===== config.mk =====
export PLATFORM = sky130hd
export DESIGN_NAME = shift_op_sequencer
export DESIGN_NICKNAME = d
export VERILOG_FILES = /design/src/rtl/shift_op_sequencer.sv
export SDC_FILE = /design/constraint.sdc
export NUM_CORES = 1
export LEC_CHECK = 0
export BUFFER_PORTS_ARGS = -buffer_cell sky130_fd_sc_hd__clkbuf_2
export CAP_MARGIN = 25
export CORE_UTILIZATION = 55
export DETAILED_ROUTE_END_ITERATION = 7
export HOLD_SLACK_MARGIN = 0.15
export PLACE_DENSITY_LB_ADDON = 0.15
export REMOVE_ABC_BUFFERS = 1
export SETUP_SLACK_MARGIN = 0.05
export SLEW_MARGIN = 30
export SYNTH_ARGS = -nofsm -noshare
export SYNTH_HDL_FRONTEND = slang
export SYNTH_SLANG_ARGS = --single-unit

===== constraint.sdc =====
create_clock -name Clk -period 5.08 [get_ports Clk]
set_input_delay 0.254 -clock Clk [delete_from_list [all_inputs] [get_ports Clk]]
set_output_delay 0.254 -clock Clk [all_outputs]
set_load 0.01 [all_outputs]

===== src/rtl/shift_op_sequencer.sv =====
// Iterative operand-2 shifter for the ARM-subset CPU: decodes the shifter field,
// then shifts STEP bit positions per cycle behind valid/ready handshakes.
module shift_op_sequencer #(
    parameter int STEP  = 4,
    parameter int CNT_W = 6
) (
    input  logic        Clk,
    input  logic        Reset,
    input  logic        in_valid,
    output logic        in_ready,
    input  logic [31:0] IR,
    input  logic [31:0] Rm,
    input  logic [31:0] Rs,
    input  logic        SR29_IN,
    output logic        out_valid,
    input  logic        out_ready,
    output logic [31:0] Out,
    output logic        SR29_OUT,
    output logic        busy
);

    typedef enum logic [1:0] {
        IDLE,
        SHIFT,
        DONE
    } state_t;

    localparam logic [1:0] LSL = 2'b00;
    localparam logic [1:0] LSR = 2'b01;
    localparam logic [1:0] ASR = 2'b10;
    localparam logic [1:0] ROR = 2'b11;

    state_t state, next_state;

    logic [31:0]      value;
    logic             carry;
    logic [CNT_W-1:0] count;
    logic [1:0]       shift_type;

    logic [31:0]      dec_value;
    logic             dec_carry;
    logic [CNT_W-1:0] dec_count;
    logic [1:0]       dec_type;
    logic [4:0]       imm_amt;
    logic [7:0]       reg_amt;

    logic [CNT_W-1:0] step_amt;
    logic [32:0]      lsl_ext;
    logic [32:0]      lsr_ext;
    logic [32:0]      asr_ext;
    logic [31:0]      ror_val;
    logic [31:0]      next_value;
    logic             next_carry;

    logic unused_bits;
    assign unused_bits = ^{IR[31:28], IR[24:12], Rs[31:8]};

    // Operand decode: zero-count cases resolve here and skip the SHIFT state.
    always_comb begin
        dec_value = Rm;
        dec_carry = SR29_IN;
        dec_count = '0;
        dec_type  = IR[6:5];
        imm_amt   = IR[11:7];
        reg_amt   = Rs[7:0];
        if (IR[27:25] == 3'b000 && !IR[4]) begin
            case (IR[6:5])
                LSL: dec_count = CNT_W'(imm_amt);
                LSR, ASR: dec_count = (imm_amt == 5'd0) ? CNT_W'(32) : CNT_W'(imm_amt);
                default: begin
                    if (imm_amt == 5'd0) begin
                        dec_value = {SR29_IN, Rm[31:1]};
                        dec_carry = Rm[0];
                    end else begin
                        dec_count = CNT_W'(imm_amt);
                    end
                end
            endcase
        end else if (IR[27:25] == 3'b000) begin
            if (reg_amt != 8'd0) begin
                case (IR[6:5])
                    LSL, LSR: begin
                        if (reg_amt > 8'd32) begin
                            dec_value = '0;
                            dec_carry = 1'b0;
                        end else begin
                            dec_count = CNT_W'(reg_amt);
                        end
                    end
                    ASR: dec_count = (reg_amt >= 8'd32) ? CNT_W'(32) : CNT_W'(reg_amt);
                    default: begin
                        if (reg_amt[4:0] == 5'd0) begin
                            dec_carry = Rm[31];
                        end else begin
                            dec_count = CNT_W'(reg_amt[4:0]);
                        end
                    end
                endcase
            end
        end else if (IR[27:25] == 3'b001) begin
            dec_value = {24'h0, IR[7:0]};
            dec_type  = ROR;
            dec_count = CNT_W'({IR[11:8], 1'b0});
        end
    end

    // One iteration: the extra bit of each extended vector is the last bit shifted out.
    always_comb begin
        step_amt = (count < CNT_W'(STEP)) ? count : CNT_W'(STEP);
        lsl_ext  = {1'b0, value} << step_amt;
        lsr_ext  = {value, 1'b0} >> step_amt;
        asr_ext  = $signed({value, 1'b0}) >>> step_amt;
        ror_val  = (value >> step_amt) | (value << (CNT_W'(32) - step_amt));
        case (shift_type)
            LSL: begin
                next_value = lsl_ext[31:0];
                next_carry = lsl_ext[32];
            end
            LSR: begin
                next_value = lsr_ext[32:1];
                next_carry = lsr_ext[0];
            end
            ASR: begin
                next_value = asr_ext[32:1];
                next_carry = asr_ext[0];
            end
            default: begin
                next_value = ror_val;
                next_carry = ror_val[31];
            end
        endcase
    end

    always_ff @(posedge Clk) begin
        if (Reset) begin
            state <= IDLE;
        end else begin
            state <= next_state;
        end
    end

    always_comb begin
        next_state = state;
        case (state)
            IDLE: begin
                if (in_valid) begin
                    next_state = (dec_count == '0) ? DONE : SHIFT;
                end
            end
            SHIFT: begin
                if (count == step_amt) begin
                    next_state = DONE;
                end
            end
            DONE: begin
                if (out_ready) begin
                    next_state = IDLE;
                end
            end
            default: next_state = IDLE;
        endcase
    end

    always_ff @(posedge Clk) begin
        if (Reset) begin
            value      <= '0;
            carry      <= 1'b0;
            count      <= '0;
            shift_type <= LSL;
        end else if (state == IDLE && in_valid) begin
            value      <= dec_value;
            carry      <= dec_carry;
            count      <= dec_count;
            shift_type <= dec_type;
        end else if (state == SHIFT) begin
            value <= next_value;
            carry <= next_carry;
            count <= count - step_amt;
        end
    end

    assign in_ready  = (state == IDLE);
    assign out_valid = (state == DONE);
    assign busy      = (state != IDLE);
    assign Out       = value;
    assign SR29_OUT  = carry;

endmodule


==> impl_metrics.toml, run 1 <==
[setup_path]
startpoint_type = "flop"
cp_max_fo = 10
required_ns = 5.27
end_kind = "flop"
arrival_ns = 3.98
path_class = "reg -> reg"

[global_route]
grt_first_pass_wirelength_um = 36100
grt_pass1_vias = 6437
grt_use_total_pct = 41.7
grt_antenna_before_repair = 0
grt_start_max_net_pins = 55
grt_overflow = 0

[placed_design]
dp_cells = 941
numPortBuffers = 95
dp_hpwl_um = 15600
gp_congestion = 0.974
place_area_mm2 = 0.00613

[die]
die_h_um = 104
design.core.area_mm2 = 0.00995
die_w_um = 104
ioPinCount = 137
fp-row-count = 36
die_area_mm2 = 0.0109
start_util_pct = 57.7

[power_and_ir_drop]
p_leak_nw = 2.41
power_frac_comb_pct = 48.4
seqPwrFrac_pct = 31.5
clkPwrFrac_pct = 20.1
vdd_ir_drop_max_mv = 0.134
power.internal_mw = 0.800
switchingPower_mw = 0.682
switching_share_pct = 46.0
powerDensity_mw_per_mm2 = 237

[run]
maxCapViolations = 0

[sta]
finalCriticalPeriod_ns = 3.79
setup_tns_ns = 0
setup-violations-final = 0
slew_headroom_pct = 36.2
hold_violations = 0
period_share_pct = 74.6
finClkSkew_ns = 0.0143
final-max-slew-violation-count = 0
rsz0062_at_grt = "no"
clock.fmax_mhz = 264
worstMarginPinSlew_ns = 0.953

[yosys]
ys_types = 83
yosysSeqAreaShare_pct = 15.0
ys_ff_latch = 43
synthArstFlopShare_pct = 0
netlist_instances = 787
synthFlopType = "dfxtp_1"
yosysWarnings = 0
synth_edf_count = 0
synthesis.area_mm2 = 0.00574
synth.avg_cell_area_um2 = 7.30

[drt]
routedWlPerCell_um = 24.1
wirelength_um = 22900
drc = 0
vias = 7161
drt_pass1_iterations = 7
antenna_left = 0
viasPerCell = 7.55
drt_iter0_drc = 941

[final_layout]
final_common_cell = "clkbuf_2"
fillers = 979
antenna_cells = 0
fin_area_mm2 = 0.00625
layout_common_cells = "95 x clkbuf_2, 70 x nor2_1, 67 x a21oi_1"
fin_cells = 949
drive_above_1_share_pct = 20.8
fin_nets = 923
area_growth_syn_to_layout_pct = 8.76

[clock_tree]
clock_latency_ns = 0.32
clkTransAtPathRegs_ns = 0.10
cts_resized = 0
cts.hold.buffers_added = 0
clockRootBuffer = "clkbuf_8"
cts_buffer_depth = 2
cts_setup_buffers = 0
cts_buffers = 5
cts_tree = "built"
htreeDepth = 2
clock-sinks = 43

[status]
status = "completed"

[worst_hold_path]
hold_path_class = "in -> reg"
[power by group through the flow]
| stage | logic [mW] | registers [mW] | clock network, mW |
|---|---|---|---|
| floorplan | 0.437 | 0.455 | 0 |
| global placement | 0.679 | 0.467 | 0 |
| detailed placement | 0.690 | 0.468 | 0 |
| CTS | 0.693 | 0.460 | 0.300 |
| global route | 0.767 | 0.471 | 0.308 |
| finish | 0.717 | 0.467 | 0.297 |
[metrics by stage]
step	hold WS [ns]	setup slack [ns]	power [mW]	util [%]
after floorplan	0.323	0.251	0.892	-
after global placement	0.512	1.51	1.15	61.6
after detailed placement	0.521	1.48	1.16	61.6
after CTS	0.178	1.41	1.45	62.8
after global routing	0.204	0.978	1.55	62.8
final	0.190	1.29	1.48	62.8
[registers in the layout, summed over array words and instances (netlist names)]
name and count:
count 6, Out 32, shift_type 2, SR29_OUT 1, state 2
[synth_stat cells (all sizes together), types with 12 or more instances]
cell type	count	share of area (%)
a2111oi	13	2.2
nor3	26	2.4
mux2i	33	5.8
nor4	18	2.4
nand2	58	3.8
nand3	29	2.5
o211ai	14	1.8
inv	12	0.78
o21ai	53	4.6
nor2	75	5.3
buf	32	3.3
dfxtp	43	15
mux4	16	6.3
clkbuf	60	4.0
a211oi	35	4.7
a21oi	68	6.0
a221oi	27	4.2
[path summary, 6_finish.rpt]
kind	depth (start not counted)	slack (ns)	to	start
worst min register to register	2	0.58	count[5]	count[5]
worst max-delay path	10	1.29	Out[13]	count[2]
worst max register to register	10	1.29	Out[13]	count[2]
worst min-delay path	3	0.19	Out[21]	Rm[21]
[critical path, cell delays in order (launching register included)]
cell	delay [ns]
dfxtp_1	0.41
or4_4	0.62
nor2_2	0.37
inv_2	0.22
ha_1	0.38
xnor2_1	0.38
buf_4	0.23
a211oi_1	0.06
a211oi_1	0.27
o21ai_0	0.25
a2111oi_0	0.46
[cell type report]
class / instances / area, µm² / area share [%]
Clock buffer: 6 / 82.6 / 1.32
Tap cell: 133 / 166 / 2.66
Clock inverter: 2 / 35.0 / 0.561
Timing Repair Buffer: 113 / 611 / 9.77
Sequential cell: 43 / 863 / 13.8
Inverter: 14 / 52.6 / 0.841
Multi-Input combinational cell: 638 / 4440 / 71.0
[cells by family (layout without fill, tap and decap cells)]
| kind of cell | Yosys count | count (layout) | synth area share, % |
|---|---|---|---|
| xor gates and xnor gates | 2 | 2 | 0.305 |
| other | 1 | 1 | 0.0653 |
| DFF | 43 | 43 | 15.0 |
| adders and majority gates | 8 | 8 | 1.70 |
| muxes | 56 | 56 | 13.4 |
| buffers and inverters | 106 | 135 | 8.17 |
| and+or+nand+nor | 257 | 257 | 22.3 |
| AOI/OAI and AO/OA | 314 | 314 | 39.0 |
[metal layers]
metal | part of all wire (%) | track usage, % | wire length [µm] | up-vias
li1 | - | - | - | 3145
met1 | 40 | 59.2 | 9120 | 3355
met2 | 44 | 61.6 | 9970 | 575
met3 | 13 | 8.46 | 2960 | 86
met4 | 3.6 | 16.3 | 822 | 0
met5 | 0 | 0 | 0 | -
No activity file was read; power rests on OpenSTA's default activity.
==> run 2: changes to the inputs <==
- ABC_AREA: unset -> 1
- clock period: 5.08 -> 3.6 ns (I/O delays scaled with it)
==> impl_metrics.toml, run 2 <==
[placed_design]
numPortBuffers = 95
dp_slack_ns = 0.902
gp_congestion = 0.971
dp_hpwl_um = 14900

[drt]
drt_iter0_drc = 713
drt_pass1_iterations = 5
drc = 0
wirelength_um = 20900
vias = 7331
antenna_left = 0
routedWlPerCell_um = 17.5
viasPerCell = 6.16

[yosys]
synthArstFlopShare_pct = 0
yosysWarnings = 0
ys_types = 52
ys_ff_latch = 43
synth_edf_count = 0
synthFlopType = "dfxtp_1"
netlist_top_cells_area = "nand2_1 16%, dfxtp_1 15%, o21ai_0 9.2%, inv_1 7.5%, a21oi_1 6.7%"
yosysSeqAreaShare_pct = 15.3
synth.avg_cell_area_um2 = 5.69
netlist_instances = 988
synthesis.area_mm2 = 0.00563
synth_top_area_share_pct = 15.9
yosysTopAreaCell = "nand2_1"
yosysMostFrequentCell = "nand2_1"
synth_common_cells = "238 x nand2_1, 112 x inv_1, 103 x o21ai_0, 83 x nor2_1, 75 x a21oi_1"

[sta]
hold_violations = 0
finClkSkew_ns = 0.00950
setup-violations-final = 0
worstMarginPinSlew_ns = 0.952
clock.fmax_mhz = 339
slew_headroom_pct = 36.5
setup_tns_ns = 0
final-max-slew-violation-count = 0
rsz0062_at_grt = "no"
timing.final.ws_setup_ns = 0.647
period_share_pct = 82.0
finalCriticalPeriod_ns = 2.95

[setup_path]
arrival_ns = 3.17
slowest_delay_ns = 0.59
startpoint_type = "primary input"
slowest_stage = "dlygate4sd3_1"
r2r-start = "shift_type[0]"
crit_buf_inv = 6
required_ns = 3.81
startpoint = "IR[27]"
cp_max_fo = 19
path_class = "in -> reg"
cp_top_family = "buffers and inverters"
end_kind = "flop"
cp_cell_sequence = "clkbuf_2 -> nor2_1 -> nand2_1 -> nor2_4 -> inv_2 -> nor2_1 -> buf_4 -> inv_2 -> nand2_2 -> inv_2 -> a221oi_1 -> dlygate4sd3_1 -> nor2_1"

[final_layout]
largest_reg_flops = 32
fin_nets = 1164
layout_common_cells = "238 x nand2_1, 111 x inv_1, 103 x o21ai_0"
final_common_cell = "nand2_1"
antenna_cells = 0
fillers = 1069
area_growth_syn_to_layout_pct = 11.8
drive_above_1_share_pct = 16.0

[clock_tree]
clock-sinks = 43
clockRootBuffer = "clkbuf_8"
clock_latency_ns = 0.33
cts_setup_buffers = 0
htreeDepth = 2
cts_buffer_depth = 2
cts_resized = 0
clkTransAtPathRegs_ns = 0.09
cts.hold.buffers_added = 5
cts_tree = "built"
cts_buffers = 5

[global_route]
grt_use_total_pct = 41.2
grt_first_pass_wirelength_um = 33500
grt_overflow = 0
grt_antenna_before_repair = 0
grt_pass1_vias = 6723
grt_start_max_net_pins = 38

[run]
maxCapViolations = 0

[die]
die_w_um = 103
start_util_pct = 57.0
ioPinCount = 137
design.core.area_mm2 = 0.00986
die_area_mm2 = 0.0106
die_h_um = 103
fp-row-count = 36

[worst_hold_path]
hp-start = "Rm[18]"
hold_path_class = "in -> reg"

[power_and_ir_drop]
vdd_ir_drop_max_mv = 0.580
p_leak_nw = 2.96
powerDensity_mw_per_mm2 = 777

[status]
status = "completed"
run 2: tightest hold or removal path, cell delays in order:
cell      delay [ns]
clkbuf_2        0.09
a221oi_1        0.07
nor2_1          0.10
run 2: final timing paths:
| path | endpoint | slack [ns] | depth (start not counted) |
|---|---|---|---|
| min | Out[17] | 0.16 | 3 |
| max | Out[18] | 0.65 | 13 |
| max reg2reg | Out[2] | 0.84 | 9 |
| min reg2reg | SR29_OUT | 0.57 | 2 |
run 2: cells by family (layout without fill, tap and decap cells):
family          Yosys count  in the layout  synth area share (%)
simple gates            429            429                  34.0
compound gates          326            326                  35.5
buf+inv                 182            251                  13.5
flops                    43             43                  15.3
fa+ha+maj                 7              7                  1.56
other cells               1              1                0.0666
run 2: routing by layer:
metal | global-route usage (%) | share of wire [%]
met1 | 51.0 | 40
met2 | 63.6 | 44
met3 | 11.5 | 11
met4 | 24.1 | 5.2
met5 | 0 | 0
run 2: layout make-up:
type | count | area (µm²) | area share (%)
clock buffer | 5 | 68.8 | 1.09
inverter | 121 | 454 | 7.22
multi-input combinational | 763 | 4010 | 63.7
clock inverter | 3 | 43.8 | 0.696
tap | 133 | 166 | 2.65
sequential | 43 | 861 | 13.7
timing repair buffer | 122 | 691 | 11.0
run 2: metrics by stage:
stage / hold WS [ns] / total power, mW / util (%) / instance area [µm²] / std cells
2_1_floorplan: 0.249 / 3.23 / - / 5320 / 927
3_3_place_gp: 0.452 / 4.34 / 62.1 / 6130 / 1177
3_5_place_dp: 0.463 / 4.35 / 62.1 / 6130 / 1177
4_1_cts: 0.156 / 4.78 / 63.8 / 6290 / 1190
5_1_grt: 0.164 / 5.32 / 63.8 / 6290 / 1190
6_report: 0.160 / 4.89 / 63.8 / 6290 / 1190
run 2: power by group:
| part | switching (mW) | internal [mW] | total [mW] |
|---|---|---|---|
| Clock | 0.204 | 0.207 | 0.411 |
| Sequential | 0.175 | 0.628 | 0.803 |
| Combinational | 2.50 | 1.17 | 3.68 |
| Total | 2.88 | 2.01 | 4.89 |
